## config.mk

```make
export PLATFORM = sky130hd
export DESIGN_NAME = key_debounce_flat
export DESIGN_NICKNAME = d
export VERILOG_FILES = /design/src/rtl/key_debounce_if.sv /design/src/rtl/key_debounce.sv /design/src/flat_wrapper.sv
export SDC_FILE = /design/constraint.sdc
export NUM_CORES = 1
export LEC_CHECK = 0
export CAP_MARGIN = 10
export CORE_AREA = 2 2 39 41
export CTS_CLUSTER_DIAMETER = 30
export DETAILED_ROUTE_END_ITERATION = 8
export DIE_AREA = 0 0 41 43
export PLACE_DENSITY = 0.39
export SLEW_MARGIN = 20
export SYNTH_ARGS = -nofsm -noshare
export SYNTH_HDL_FRONTEND = slang
export SYNTH_SLANG_ARGS = --single-unit
```

## constraint.sdc

```tcl
create_clock -name clk -period 3.15 [get_ports clk]
set_input_delay 0.7875 -clock clk [delete_from_list [all_inputs] [get_ports clk]]
set_output_delay 0.7875 -clock clk [all_outputs]
set_load 0.05 [all_outputs]
```

## src/rtl/key_debounce_if.sv

```systemverilog
// rtl/key_debounce_if.sv - key level in, press pulse out
interface key_debounce_if;
  logic key;
  logic key_pulse;

  modport master (output key, input key_pulse);
  modport slave  (input key, output key_pulse);
endinterface

```

## src/rtl/key_debounce.sv

```systemverilog
// rtl/key_debounce.sv - two-flop synchronizer, bounce filter, press-edge pulse
module key_debounce #(
  parameter int DEBOUNCE_CYCLES = 4,
  parameter int KEY_ACTIVE_LOW  = 1
) (
  input  logic           clk,
  input  logic           rst,
  key_debounce_if.slave  kif
);

  localparam int CW = (DEBOUNCE_CYCLES > 1) ? $clog2(DEBOUNCE_CYCLES + 1) : 1;
  localparam logic          RELEASED = (KEY_ACTIVE_LOW != 0) ? 1'b1 : 1'b0;
  localparam logic          PRESSED  = ~RELEASED;
  localparam logic [CW-1:0] LAST     = CW'(DEBOUNCE_CYCLES - 1);

  logic          sync1;
  logic          sync2;
  logic          stable;
  logic [CW-1:0] cnt;
  logic          pulse_q;

  // Any sample matching the accepted level restarts the count, so only an
  // unbroken run of DEBOUNCE_CYCLES differing samples is accepted.
  always_ff @(posedge clk) begin
    if (rst) begin
      sync1   <= RELEASED;
      sync2   <= RELEASED;
      stable  <= RELEASED;
      cnt     <= '0;
      pulse_q <= 1'b0;
    end else begin
      sync1   <= kif.key;
      sync2   <= sync1;
      pulse_q <= 1'b0;
      if (sync2 == stable) begin
        cnt <= '0;
      end else if (cnt == LAST) begin
        stable  <= sync2;
        cnt     <= '0;
        pulse_q <= (sync2 == PRESSED);
      end else begin
        cnt <= cnt + 1'b1;
      end
    end
  end

  assign kif.key_pulse = pulse_q;

endmodule

```

## src/flat_wrapper.sv

```systemverilog
// flat-port wrapper written by rule: the top's interface ports become plain ports
module key_debounce_flat 
#(
  parameter int DEBOUNCE_CYCLES = 4,
  parameter int KEY_ACTIVE_LOW  = 1
)
  (clk, rst, kif_key, kif_key_pulse);
  key_debounce_if kif_i ();
  input  logic clk;
  input  logic rst;
  input wire logic [$bits(kif_i.key)-1:0] kif_key;
  output wire logic [$bits(kif_i.key_pulse)-1:0] kif_key_pulse;
  assign kif_i.key = kif_key;
  assign kif_key_pulse = kif_i.key_pulse;
  key_debounce #(.DEBOUNCE_CYCLES(DEBOUNCE_CYCLES), .KEY_ACTIVE_LOW(KEY_ACTIVE_LOW)) u_core (.clk(clk), .rst(rst), .kif(kif_i));
endmodule
```

==> results of run 1 <==
==> per-layer routing <==
metal  wire length [um]  GRT usage  share of wire  vias to the layer above
met5                  0          0              0                        -
li1                   -          -              -                       81
met3                 27     0.0471          0.076                        3
met4                 22      0.100          0.062                        0
met2                148     0.0531           0.41                        9
met1                158     0.0684           0.44                       71
==> metrics by stage <==
step                      instances  total power, W
after floorplan                  19       0.0000950
after CTS                        42        0.000182
after detailed placement         38       0.0000990
final                            42        0.000178
after global routing             42        0.000189
after global placement           38       0.0000987
==> cell usage after synthesis <==
cell / number
or2_2: 2
inv_1: 1
a211o_2: 1
xnor2_1: 1
nor4_1: 2
nor4b_2: 1
ha_1: 2
nor2b_1: 1
dfxtp_1: 7
and4bb_2: 1
==> kinds of logic after synthesis <==
logic type | Yosys count | synth area share
simple gates | 7 | 0.239
flops | 7 | 0.569
fa+ha+maj | 2 | 0.102
compound gates | 1 | 0.0406
xor+xnor | 1 | 0.0355
buf+inv | 1 | 0.0152
==> power groups by stage <==
| stage | Clock [W] | Sequential [W] | Combinational, W |
|---|---|---|---|
| after floorplan | 0 | 0.0000927 | 0.00000236 |
| after global placement | 0 | 0.0000928 | 0.00000597 |
| after detailed placement | 0 | 0.0000928 | 0.00000615 |
| after CTS | 0.0000851 | 0.0000909 | 0.00000617 |
| after global routing | 0.0000908 | 0.0000909 | 0.00000694 |
| final | 0.0000814 | 0.0000910 | 0.00000602 |
==> final timing paths <==
path	slack (ns)	end	startpoint
worst max-delay path	1.02	kif_key_pulse	u_core.kif.key_pulse
worst min-delay path	0.41	u_core.sync2	u_core.sync1
worst max register to register	1.94	u_core.stable	u_core.cnt[0]
worst min register to register	0.41	u_core.sync2	u_core.sync1
==> sequential cells by signal, indices dropped and copies added, names as in the netlist <==
signal / flops
u_core.sync2: 1
u_core.sync1: 1
u_core.kif.key_pulse: 1
u_core.cnt: 3
u_core.stable: 1
==> area by class of cell <==
class	instances	share of cell area
sequential	7	0.434
clock buffer	4	0.0814
multi-input combinational	11	0.318
tap	16	0.0620
inverter	1	0.0116
timing repair buffer	3	0.0930
==> layout by cell type, fill, tap and decap left out, drive strengths merged <==
| master | synthesis | routed |
|---|---|---|
| a211o | 1 | 1 |
| inv | 1 | 1 |
| clkbuf | 0 | 4 |
| dfxtp | 7 | 7 |
| nor4 | 2 | 2 |
| nor4b | 1 | 1 |
| or2 | 2 | 2 |
| and4bb | 1 | 1 |
| ha | 2 | 2 |
| clkdlybuf4s50 | 0 | 3 |
| xnor2 | 1 | 1 |
| nor2b | 1 | 1 |
==> results.txt, run 1 <==
Logic pwr share: 0.034
crit path DAT: 1.34 ns
Worst setup SP type: register
1st-iter DRT viols: 2
Seq/Total Area, Yosys: 0.569
Hold Crit Class: register to register
R2R cell count: 3
DR vias/cell: 3.90
clock sinks: 7
Post-CTS Resized: 0
Core Util, Final: 0.233
clock tree from TritonCTS: done
fin crit period: 2.13 ns
Pre-antenna DRT Iters: 4
Worst-path clk slew: 0.05 ns
Hold Path Stages: 1
Hold Vio Cnt, Final: 0
Clock power frac: 0.456
# fillers: 142
Mapped Cells: 19
Area growth syn-to-layout: 31.0%
area of the multi-input gates: 103 um^2
I/O pins: 4
Synth area leaders: dfxtp_1, ha_1, nor4b_2, and4bb_2, nor4_1
drt drc: 0
FF+latch count, synth: 7
RSZ-0062 raised after global routing: no
Longest Clk Path Bufs: 2
post-CTS setup-driven buffer insertion count: 0
Mapped Avg Cell Area: 13.0 um^2
Via Count: 164
CP required: 2.36 ns
NetSw: 0.0000360 W
Cell variety after synth: 10
CP max-delay cell: clkdlybuf4s50_1
Initial Util: 0.178
Die Y: 43 um
Clock Latency Late Sink: 0.25 ns
initial antenna violation count: 0
overflow left after global routing: 0
antenna cells: 0
CP Cell Sequence: clkdlybuf4s50_1
design area: 323 um^2
post-synth top area cell: dfxtp_1
die width: 41 um
vias in the first global route: 150
Routed Antenna Nets: 0
Netlist Area Pre-Place: 246 um^2
Routed WL per cell: 8.50 um
CTS root buf: clkbuf_4
Placement Setup Slack: 1.29 ns
Mapped Nets: 24
Max FO, Critical Path: 1
setup TNS: 0 ns
Nets: 32
routability cong.: 0.624
core area: 0.00138 mm^2
Max Slew Vio Count: 0
final worst slack: 1.02 ns
Rows: 14
Setup CP Type: register to output port
cell count along the critical path: 1
dpl cell area: 297 um^2
Bufs and invs on worst path: 1
# setup viols final: 0
P_int: 0.000142 W
slew margin rel.: 0.676
worst hold slack: 0.409 ns
layout cells sized above 1: 0.308
overall routing resource usage: 0.0625
register share of total power: 0.510
Crit. End Element: output port
Max Cap Viol: 0
status: finished clean
Top Family by Delay on Critical Path: buffers and inverters
sequential cell area: 140 um^2
Final period util: 0.676
largest net degree at the start of global routing: 8
Pwr per Cell Area: 553 mW/mm^2
Num CTS Buffers: 3
fmax: 470 MHz
CP max stage delay: 0.79 ns
sw frac: 0.202
skew final: 0.00257 ns
first-pass GRT wire length: 593 um
Hold Buf Count CTS: 0
Port Buffer Count: 3
Leakage: 0.118 nW
actual slew at the worst max-slew pin: 0.485 ns
Synth top area share: 0.569
worst vdd ir: 0.000135 V
synth warn: 0
CTS H-tree depth: 1
Total Wirelength: 357 um
die footprint: 0.00176 mm^2
Note: power is estimated with default switching activity, not from simulation.
==> run 2: changes to the inputs <==
clock period = 2.03 ns   (was 3.15 ns; I/O delays follow)
==> results of run 2 <==
Same layout as run 1 (identical final DEF). Status: finished clean.
Main changes from that run: setup slack after placement 1.29 ns -> 0.447 ns; setup slack after layout 1.02 ns -> 0.181 ns; register-to-register setup slack 1.94 ns -> 0.82 ns; total power 0.000178 W -> 0.000277 W; worst IR drop on VDD 0.000135 V -> 0.000210 V
==> run 3: changes to the inputs <==
CELL_PAD_IN_SITES_DETAIL_PLACEMENT = 0   (was unset)
CELL_PAD_IN_SITES_GLOBAL_PLACEMENT = 1   (was unset)
PLACE_DENSITY = 0.45   (was 0.39)
==> results.txt, run 3 (synthesis gave the netlist of run 1 again) <==
Routed WL per cell: 8.93 um (+5.0%)
worst setup path endpoint: kif_key_pulse
CP max-delay cell: clkdlybuf4s50_1
Routed Antenna Nets: 0 (unchanged)
Setup CP Type: register to output port
cell count along the critical path: 1 (unchanged)
area of the multi-input gates: 103 um^2 (unchanged)
CP required: 1.52 ns
max reg flops: 3 (unchanged)
commonest non-fill, non-tap cells in the layout: dfxtp_1, clkbuf_4, clkdlybuf4s50_1
Total Wirelength: 375 um (+5.0%)
Leakage: 0.118 nW (unchanged)
1st-iter DRT viols: 3 (+1)
crit path DAT: 1.33 ns (about the same)
# setup viols final: 0 (unchanged)
Bufs and invs on worst path: 1 (unchanged)
fin crit period: 1.84 ns
Critical Path Start: u_core.kif.key_pulse
antenna cells: 0 (unchanged)
fmax: 544 MHz
FF-to-FF Start: u_core.cnt[0]
Hold Vio Cnt, Final: 0 (unchanged)
Top Family by Delay on Critical Path: buffers and inverters
I/O pins: 4 (unchanged)
slew margin rel.: 0.673 (-0.00265)
CTS root buf: clkbuf_4
post-CTS setup-driven buffer insertion count: 0 (unchanged)
layout cells sized above 1: 0.308 (unchanged)
Longest Clk Path Bufs: 2 (unchanged)
skew final: 0.00366 ns (+0.00109 ns)
R2R Path End: u_core.stable
Port Buffer Count: 3 (unchanged)
CP max stage delay: 0.79 ns (about the same)
routability cong.: 0.611 (-2.1%)
Clock Latency Late Sink: 0.25 ns (about the same)
Max Slew Vio Count: 0 (unchanged)
DR vias/cell: 3.71 (-4.9%)
Largest Register: u_core.cnt
core area: 0.00138 mm^2 (unchanged)
Final period util: 0.906
drt drc: 0 (unchanged)
CTS H-tree depth: 1 (unchanged)
Max FO, Critical Path: 1 (unchanged)
R2R cell count: 3 (unchanged)
Num CTS Buffers: 3 (unchanged)
Area growth syn-to-layout: 31.0% (unchanged)
Via Count: 156 (-4.9%)
die width: 41 um (unchanged)
Hold Crit Class: register to register
clock tree from TritonCTS: done
Post-CTS Resized: 0 (unchanged)
RSZ-0062 raised after global routing: no
first-pass GRT wire length: 724 um (+22%)
clock sinks: 7 (unchanged)
sequential cell area: 140 um^2 (unchanged)
Worst-path clk slew: 0.05 ns (about the same)
worst vdd ir: 0.000314 V
Hold Buf Count CTS: 0 (unchanged)
Pwr per Cell Area: 853 mW/mm^2
initial antenna violation count: 0 (unchanged)
Initial Util: 0.178 (unchanged)
setup TNS: 0 ns (unchanged)
Crit. End Element: output port
die footprint: 0.00176 mm^2 (unchanged)
final worst slack: 0.191 ns
overall routing resource usage: 0.0684 (+0.00591)
most common cell after layout, fill and taps aside: dfxtp_1
Pre-antenna DRT Iters: 2 (-2)
Nets: 32 (unchanged)
Rows: 14 (unchanged)
vias in the first global route: 174 (+16%)
Worst setup SP type: register
largest net degree at the start of global routing: 8 (unchanged)
# fillers: 142 (unchanged)
actual slew at the worst max-slew pin: 0.488 ns (+0.00396 ns)
CP Cell Sequence: clkdlybuf4s50_1
Max Cap Viol: 0 (unchanged)
overflow left after global routing: 0 (unchanged)
Placement Setup Slack: 0.446 ns
Reg2Reg Setup Slack: 0.80 ns
Die Y: 43 um (unchanged)
status: finished clean
-- run 3: cell counts in the layout (fill, tap and decap cells not counted) --
Identical to the previous run, type by type.
-- run 3: worst min-delay path by stage --
| stage | startpoint | to | cells past startpoint |
|---|---|---|---|
| CTS | u_core.sync1 | u_core.sync2 | 1 |
| global route | u_core.sync1 | u_core.sync2 | 1 |
| detailed placement | u_core.sync1 | u_core.sync2 | 1 |
| floorplan | u_core.sync1 | u_core.sync2 | 1 |
| global placement | u_core.sync1 | u_core.sync2 | 1 |
| finish | u_core.sync1 | u_core.sync2 | 1 |
-- run 3: worst reg2reg max path: cells and delay by family (launching register included) --
kind,cells,cell delay [ns]
AOI/OAI and AO/OA,1,0.35
adders and majority gates,2,0.45
DFF,1,0.32
-- run 3: per-stage QoR --
stage	power (W)	std cells	instance area (um^2)	util	hold WS, ns
2_1_floorplan	0.000147	19	246	-	0.389
3_3_place_gp	0.000153	38	297	0.214	0.400
3_5_place_dp	0.000154	38	297	0.214	0.405
4_1_cts	0.000284	42	323	0.233	0.419
5_1_grt	0.000291	42	323	0.233	0.442
6_report	0.000275	42	323	0.233	0.417
-- run 3: report_power, final --
part	switching [W]	internal, W
registers	0.00000128	0.000140
logic	0.00000347	0.00000602
clock network	0.0000496	0.0000749
-- run 3: final cells by class --
cell class	count	share of cell area
Tap cell	16	0.0620
Sequential cell	7	0.434
Clock buffer	4	0.0814
Inverter	1	0.0116
Timing Repair Buffer	3	0.0930
Multi-Input combinational cell	11	0.318
-- run 3: per-layer routing --
| metal | track usage | up-vias | part of all wire |
|---|---|---|---|
| met5 | 0 | - | 0 |
| met4 | 0.100 | 0 | 0 |
| met3 | 0.0157 | 0 | 0.029 |
| met2 | 0.0938 | 3 | 0.53 |
| met1 | 0.0647 | 72 | 0.43 |
| li1 | - | 81 | - |
